[config.mk]
export PLATFORM = sky130hd
export DESIGN_NAME = uart_receiver
export DESIGN_NICKNAME = d
export VERILOG_FILES = /design/src/rtl/uart_receiver.sv
export SDC_FILE = /design/constraint.sdc
export NUM_CORES = 1
export LEC_CHECK = 0
export BUFFER_PORTS_ARGS = -buffer_cell sky130_fd_sc_hd__buf_4
export CAP_MARGIN = 20
export CORE_AREA = 2 2 72 57
export CTS_BUF_LIST = sky130_fd_sc_hd__clkbuf_4 sky130_fd_sc_hd__clkbuf_8 sky130_fd_sc_hd__clkbuf_16
export CTS_CLUSTER_SIZE = 10
export DETAILED_ROUTE_END_ITERATION = 10
export DIE_AREA = 0 0 74 59
export PLACE_DENSITY = 0.58
export SYNTH_ARGS = -nofsm -noshare
export SYNTH_HDL_FRONTEND = slang
export SYNTH_SLANG_ARGS = --single-unit
[constraint.sdc]
create_clock -name clk -period 5.3 [get_ports clk]
set_input_delay 1.06 -clock clk [delete_from_list [all_inputs] [get_ports clk]]
set_output_delay 1.06 -clock clk [all_outputs]
set_load 0.1 [all_outputs]
[src/rtl/uart_receiver.sv]
// UART receive stage: 16x-oversampled line, 2-flop synchronized, one frame at a time.
// Every frame, errored or not, is delivered with a one-clock rx_done pulse.
module uart_receiver #(
    parameter int DATA_BITS = 8,
    parameter int SB_TICKS  = 1,
    parameter int IS_PARITY = 0,
    parameter int PARITY    = 0
) (
    input  logic                 clk,
    input  logic                 reset,
    input  logic                 rx_tick,
    input  logic                 rx,
    output logic [DATA_BITS-1:0] rx_dout,
    output logic                 rx_done,
    output logic                 parity_err,
    output logic                 frame_err
);
    localparam int NW = $clog2(DATA_BITS) + 1;
    localparam logic [NW-1:0] N_DATA_LAST = NW'(DATA_BITS - 1);
    localparam logic [NW-1:0] N_STOP_LAST = NW'(SB_TICKS - 1);
    localparam logic          PAR_ODD     = (PARITY != 0);
    localparam logic          HAS_PAR     = (IS_PARITY != 0);

    typedef enum logic [2:0] {S_IDLE, S_START, S_DATA, S_PAR, S_STOP} state_t;

    state_t                 state_q, state_d;
    logic                   rx_meta_q, rx_s_q;
    logic [3:0]             s_q, s_d;
    logic [NW-1:0]          n_q, n_d;
    logic [DATA_BITS-1:0]   sr_q, sr_d;
    logic                   armed_q, armed_d;
    logic                   p_bad_q, p_bad_d;
    logic                   ferr_acc_q, ferr_acc_d;
    logic                   frame_end;
    logic [DATA_BITS-1:0]   dout_q, dout_d;
    logic                   done_q, done_d;
    logic                   perr_q, perr_d;
    logic                   ferr_q, ferr_d;

    always_ff @(posedge clk or posedge reset) begin
        if (reset) begin
            rx_meta_q  <= 1'b1;
            rx_s_q     <= 1'b1;
            state_q    <= S_IDLE;
            s_q        <= '0;
            n_q        <= '0;
            sr_q       <= '0;
            armed_q    <= 1'b0;
            p_bad_q    <= 1'b0;
            ferr_acc_q <= 1'b0;
            dout_q     <= '0;
            done_q     <= 1'b0;
            perr_q     <= 1'b0;
            ferr_q     <= 1'b0;
        end else begin
            rx_meta_q  <= rx;
            rx_s_q     <= rx_meta_q;
            state_q    <= state_d;
            s_q        <= s_d;
            n_q        <= n_d;
            sr_q       <= sr_d;
            armed_q    <= armed_d;
            p_bad_q    <= p_bad_d;
            ferr_acc_q <= ferr_acc_d;
            dout_q     <= dout_d;
            done_q     <= done_d;
            perr_q     <= perr_d;
            ferr_q     <= ferr_d;
        end
    end

    // armed only sets from a high line in IDLE, so a held-low break never re-triggers.
    always_comb begin
        state_d    = state_q;
        s_d        = s_q;
        n_d        = n_q;
        sr_d       = sr_q;
        armed_d    = armed_q;
        p_bad_d    = p_bad_q;
        ferr_acc_d = ferr_acc_q;
        frame_end  = 1'b0;
        case (state_q)
            S_IDLE: begin
                if (armed_q && !rx_s_q) begin
                    state_d = S_START;
                    s_d     = '0;
                    armed_d = 1'b0;
                end else if (rx_s_q) begin
                    armed_d = 1'b1;
                end
            end
            S_START: begin
                if (rx_tick) begin
                    if (s_q == 4'd7) begin
                        s_d = '0;
                        if (!rx_s_q) begin
                            state_d    = S_DATA;
                            n_d        = '0;
                            p_bad_d    = 1'b0;
                            ferr_acc_d = 1'b0;
                        end else begin
                            state_d = S_IDLE;
                        end
                    end else begin
                        s_d = s_q + 4'd1;
                    end
                end
            end
            S_DATA: begin
                if (rx_tick) begin
                    s_d = s_q + 4'd1;
                    if (s_q == 4'd15) begin
                        sr_d = {rx_s_q, sr_q[DATA_BITS-1:1]};
                        if (n_q == N_DATA_LAST) begin
                            state_d = HAS_PAR ? S_PAR : S_STOP;
                            n_d     = '0;
                        end else begin
                            n_d = n_q + NW'(1);
                        end
                    end
                end
            end
            S_PAR: begin
                if (rx_tick) begin
                    s_d = s_q + 4'd1;
                    if (s_q == 4'd15) begin
                        p_bad_d = ^{sr_q, rx_s_q, PAR_ODD};
                        state_d = S_STOP;
                        n_d     = '0;
                    end
                end
            end
            S_STOP: begin
                if (rx_tick) begin
                    s_d = s_q + 4'd1;
                    if (s_q == 4'd15) begin
                        ferr_acc_d = ferr_acc_q | ~rx_s_q;
                        if (n_q == N_STOP_LAST) begin
                            frame_end = 1'b1;
                            state_d   = S_IDLE;
                        end else begin
                            n_d = n_q + NW'(1);
                        end
                    end
                end
            end
            default: state_d = S_IDLE;
        endcase
    end

    // rx_done is a one-clock pulse; rx_dout and both flags change only alongside it.
    always_comb begin
        done_d = frame_end;
        dout_d = dout_q;
        perr_d = perr_q;
        ferr_d = ferr_q;
        if (frame_end) begin
            dout_d = sr_q;
            perr_d = p_bad_q & HAS_PAR;
            ferr_d = ferr_acc_d;
        end
    end

    assign rx_dout    = dout_q;
    assign rx_done    = done_q;
    assign parity_err = perr_q;
    assign frame_err  = ferr_q;
endmodule

* Word level (Yosys, flattened, before mapping) *
Cells that the tools add are included.
W data, S select, Z words.

cells by class
  shift-type cells = 0
  muxes and demuxes = 42
  bitwise gates (word level) = 2
  order comparisons = 0
  equality and inequality tests = 21
  $add $sub $neg = 2
  $mul = 0
  reductions and logical operators = 13
  divide/modulo/power cells = 0

operator list
  kind                   number
  $mux W4                15
  $mux W3                11
  $ne A2 B2 Y1 const B   13
  $reduce_and A11 Y1     2
  $pmux W4 S4            1
  $pmux W3 S5            1
  $pmux W4 S3            1
  $mux W1                11
  $add A4 B1 Y4 const B  2
  $eq A4 B3 Y1 const B   2
  $eq A3 B2 Y1 const B   2
  $eq A4 B4 Y1 const B   1
  $logic_not A4 Y1       1
  $reduce_and A4 Y1      1
  $reduce_bool A4 Y1     1
  $eq A3 B1 Y1 const B   1
  $eq A3 B3 Y1 const B   1
  $logic_not A3 Y1       1
  $reduce_and A3 Y1      1
  $reduce_bool A3 Y1     1
  $reduce_or A3 Y1       1
  $mux W2                1
  $ne A2 B1 Y1 const B   1
  $pmux W1 S2            1
  other kinds (6)        6

storage, ports and cells
  input bits = 4
  memory bits (read-only) = 0
  RAM bits = 0
  flip-flop bits (word level) = 33
  logic and storage cells = 91
  bits in latches = 0
  output and inout bits = 11
  memories kept = 0

* Longest topological paths before layout *
  depth in word-level cells = 5
  gate-level depth with buffers = 7
  depth with buffers taken out = 7

* Worst setup path before layout *
No wires, ideal clock.

  path kind = input -> register
  from = input rx_tick
  to = register n_q[3]
  arrival time = 2087 ps
  setup time = 65 ps
  data required time = 5235 ps
  path slack = 3147 ps
  stages on the path = 5
  path buffers = 0
  cell sequence = and4b_1 > or3_1 > o211ai_4 > or4_1 > nand2_1

between the ends
  longest elaborated chain between the ends = 2
  elaborated cells on any way between the ends = 5
  those cells by class = eq/ne (4); reduce/logical (1)

RTL lines
  element                                  RTL line  text
  start: declaration                       11        input logic rx_tick,
  $ne A2 B2 Y1 (no source line)            n/a
  $reduce_and A11 Y1 (no source line) (*)  n/a
  end signal: assignment                   60        n_q <= n_d;
  end: declaration                         29        logic [NW-1:0] n_q, n_d;

Every way passes the cells marked *; elsewhere a longest branch is shown, timed or not.
A chain may end at the register's enable or synchronous reset.

* Worst setup path in the final report *
  from = input rx_tick
  to = register ferr_q (netlist: frame_err)

between the ends
  longest elaborated chain between the ends = 2
  elaborated cells on any way between the ends = 5
  those cells by class = mux (5)

RTL lines
  element                                        RTL line  text
  $mux W1, on equally long branches              134, 93
  $pmux W1 S2 / $mux W1 (equally long branches)  82        case (state_q)
  end signal: assignment                         68        ferr_q <= ferr_d;
  end: declaration                               38        logic ferr_q, ferr_d;

Several ways; a longest one is shown, not always the timed one.

==> metrics.md <==
| Metric | Value |
|---|---|
| Multi-input gate area in the final layout | 701 um^2 |
| Filler instances | 317 |
| Leakage component of the power | 0.859 nW |
| Count of flip-flops with a built-in enable after synthesis | 0 |
| Mapped Avg Cell Area | 11.2 um^2 |
| Portion of synthesized cell area occupied by the leading cell type | 49.1% |
| Sum of negative setup slack | 0 ps |
| Ant diodes | 0 |
| Count of H-tree levels built during CTS | 2 |
| Run status | completed |
| Post-layout power | 714 uW |
| Async set-reset flop share out of synthesis | 100% |
| Mapped cell area | 0.00158 mm^2 |
| Max Cap Viol | 0 |
| R2R Setup Slk | 3050 ps |
| Clock input transition at the sequential cells of the worst setup and hold paths | 70 ps |
| Total die area | 0.00437 mm^2 |
| Wire length of the first global-routing pass | 4970 um |
| Vias post-DR | 1,099 |
| Min cycle time layout | 2280 ps |
| Most instantiated flip-flop cell in the synthesis netlist | sky130_fd_sc_hd__dfrtp_1 |
| Most frequent standard cell in the layout excluding fill and tap cells | sky130_fd_sc_hd__dfrtp_1 |
| Cts bufs inserted | 5 |
| Cell type with the largest total area after synthesis | sky130_fd_sc_hd__dfrtp_1 |
| Cells after synthesis | 141 |
| Post-synthesis cell type count | 41 |
| Worst Setup Start Kind | input port |
| Setup-violating endpoint count in the final report | 0 |
| Power per unit of standard cell area | 395 mW/mm^2 |
| Antenna Nets Post-Route | 0 |
| Global-route usage over all layers | 15.5% |
| Post-Layout Cell Count | 211 |
| Root buffer cell | sky130_fd_sc_hd__clkbuf_8 |
| Final standard cell area without fillers | 0.00181 mm^2 |
| Clk buf depth | 2 |
| Max Clock Freq | 438 MHz |
| Slew at the pin closest to its max-slew limit | 626 ps |
| Portion of the post-synthesis area used by sequential elements | 52.5% |
| Most frequent cells in the layout | sky130_fd_sc_hd__dfrtp_1, sky130_fd_sc_hd__mux2_2, sky130_fd_sc_hd__buf_4, sky130_fd_sc_hd__nor2_1, sky130_fd_sc_hd__nand2_1 |
| Data arrival time of the worst path | 2450 ps |
| Number of hold buffers added after cts | 0 |
| WP data required | 5470 ps |
| Placed cell area | 0.00172 mm^2 |
| CP Max Fanout | 9 |
| Class of the most critical hold timing path | reg -> reg |
| Final cycle utilization of the critical path | 43.1% |
| Largest cells by area after synthesis | sky130_fd_sc_hd__dfrtp_1, sky130_fd_sc_hd__mux2_2, sky130_fd_sc_hd__dfstp_2, sky130_fd_sc_hd__a21oi_1, sky130_fd_sc_hd__ha_1 |
| Maximum vdd drop | 193 uV |
| Final nets | 165 |
| TritonCTS clock tree | yes |
| Number of nets in the synthesized netlist | 148 |
| Crit. End Element | register |
| Largest net degree at the start of global routing | 34 |
| Drt via density | 5.21 |
| Normalized max-slew margin | 58.2% |
| Instance count after placement with tap cells included | 203 |
| Count of warnings emitted by yosys | 0 |
| Std cell rows | 19 |
| Clock Latency Late Sink | 290 ps |
| DRC | 0 |
| Total count of hold-check failures in the final report | 0 |
| I/O pin count | 15 |
| Number of gates resized after CTS | 0 |
| Yosys reg bits | 33 |
| Routability congestion estimate | 0.876 |
| Setup repair bufs after CTS | 0 |
| Routed Wire Length | 2950 um |
| Layout Skew | 7.18 ps |
| Remaining global-route overflow | 0 |
| Average wire per cell in the routed design | 14.0 um |
| RSZ-0062 raised after global routing | false |
| 1st-iter DRT viols | 87 |
| Vias in the first global route | 1,060 |
| Half-perimeter wire length after placement | 2030 um |
| Number of max-slew violations in the final report | 0 |
| Starting Density | 44.0% |
| Sequential standard cell area | 828 um^2 |
| Vertical die dimension | 59 um |
| CTS sink cnt | 33 |
| Post-synthesis to final-layout area growth | 14.5% |
| Port buffer count | 13 |
| Number of antenna violations at the first check in global routing | 0 |
| Core Footprint | 0.00359 mm^2 |
| Number of iterations in the first detailed-routing pass | 4 |
| Die extent in x | 74 um |
| Classification of the worst setup path | in -> reg |
| Layout cells sized above 1 | 28.3% |
[routing by layer]
| metal | vias up | wire length (um) | track usage, % |
|---|---|---|---|
| met4 | 0 | 42 | 7.53 |
| met3 | 5 | 122 | 5.61 |
| li1 | 525 | - | - |
| met2 | 23 | 1390 | 22.3 |
| met5 | - | 0 | 0 |
| met1 | 546 | 1390 | 20.8 |
[power by group]
part           switching (mW)  internal [mW]  total, mW
Clock                  0.0908         0.0960      0.187
Sequential             0.0481          0.286      0.334
Combinational           0.111         0.0823      0.193
Total                   0.250          0.464      0.714
[synthesized netlist by cell type (3+ instances only)]
master	n
sky130_fd_sc_hd__o21ai_1	4
sky130_fd_sc_hd__dfrtp_1	31
sky130_fd_sc_hd__a21oi_1	8
sky130_fd_sc_hd__o21ai_0	6
sky130_fd_sc_hd__inv_1	6
sky130_fd_sc_hd__nor3_1	4
sky130_fd_sc_hd__nand3_1	7
sky130_fd_sc_hd__mux2_2	17
sky130_fd_sc_hd__nor2b_1	3
sky130_fd_sc_hd__nand2_1	9
sky130_fd_sc_hd__nor2_1	10
sky130_fd_sc_hd__ha_1	3
[layout make-up]
class,instances,share of cell area (%)
clock inverters,2,0.554
multi-input cells,98,38.8
repair buffers,14,5.81
well taps,52,3.60
flip-flops and latches,33,45.8
inverters,6,1.25
clock buffers,6,4.22
[path summary, 6_finish.rpt]
| path | start | end | cells past startpoint |
|---|---|---|---|
| hold / removal | rx_meta_q | rx_s_q | 0 |
| min in group asynchronous | reset | sr_q[4] | 3 |
| hold reg to reg | rx_meta_q | rx_s_q | 0 |
| setup reg to reg | n_q[0] | frame_err | 5 |
| setup / recovery | rx_tick | frame_err | 5 |
| max in group asynchronous | reset | rx_meta_q | 3 |
[per-stage QoR]
step           worst slack [ps]  utilization, %  hold WS [ps]
5_1_grt                    2890            50.4           365
4_1_cts                    3020            50.4           359
2_1_floorplan              3150               -           345
6_report                   3020            50.4           357
3_5_place_dp               2730            48.0           349
3_3_place_gp               2850            48.0           348
[registers in the layout (all words and copies together), names as in the netlist, 3 cells and up]
register,count
rx_dout,8
sr_q,8
n_q,4
s_q,4
state_q,3
[critical path, cell delays in order]
cell,delay (ps)
sky130_fd_sc_hd__buf_4,110
sky130_fd_sc_hd__nand3_1,110
sky130_fd_sc_hd__nor2_1,270
sky130_fd_sc_hd__nand3_1,430
sky130_fd_sc_hd__mux2_1,470
[logic make-up (layout without fill, tap and decap cells)]
logic type | Yosys count | after routing | share of synthesized area (%)
simple gates | 47 | 47 | 16.5
flops | 33 | 33 | 52.5
compound gates | 26 | 26 | 10.7
fa+ha+maj | 3 | 3 | 2.38
xor+xnor | 2 | 2 | 1.11
mux | 19 | 19 | 13.5
other cells | 1 | 1 | 0.237
buf+inv | 10 | 28 | 3.17
No activity file was read; power rests on OpenSTA's default activity.
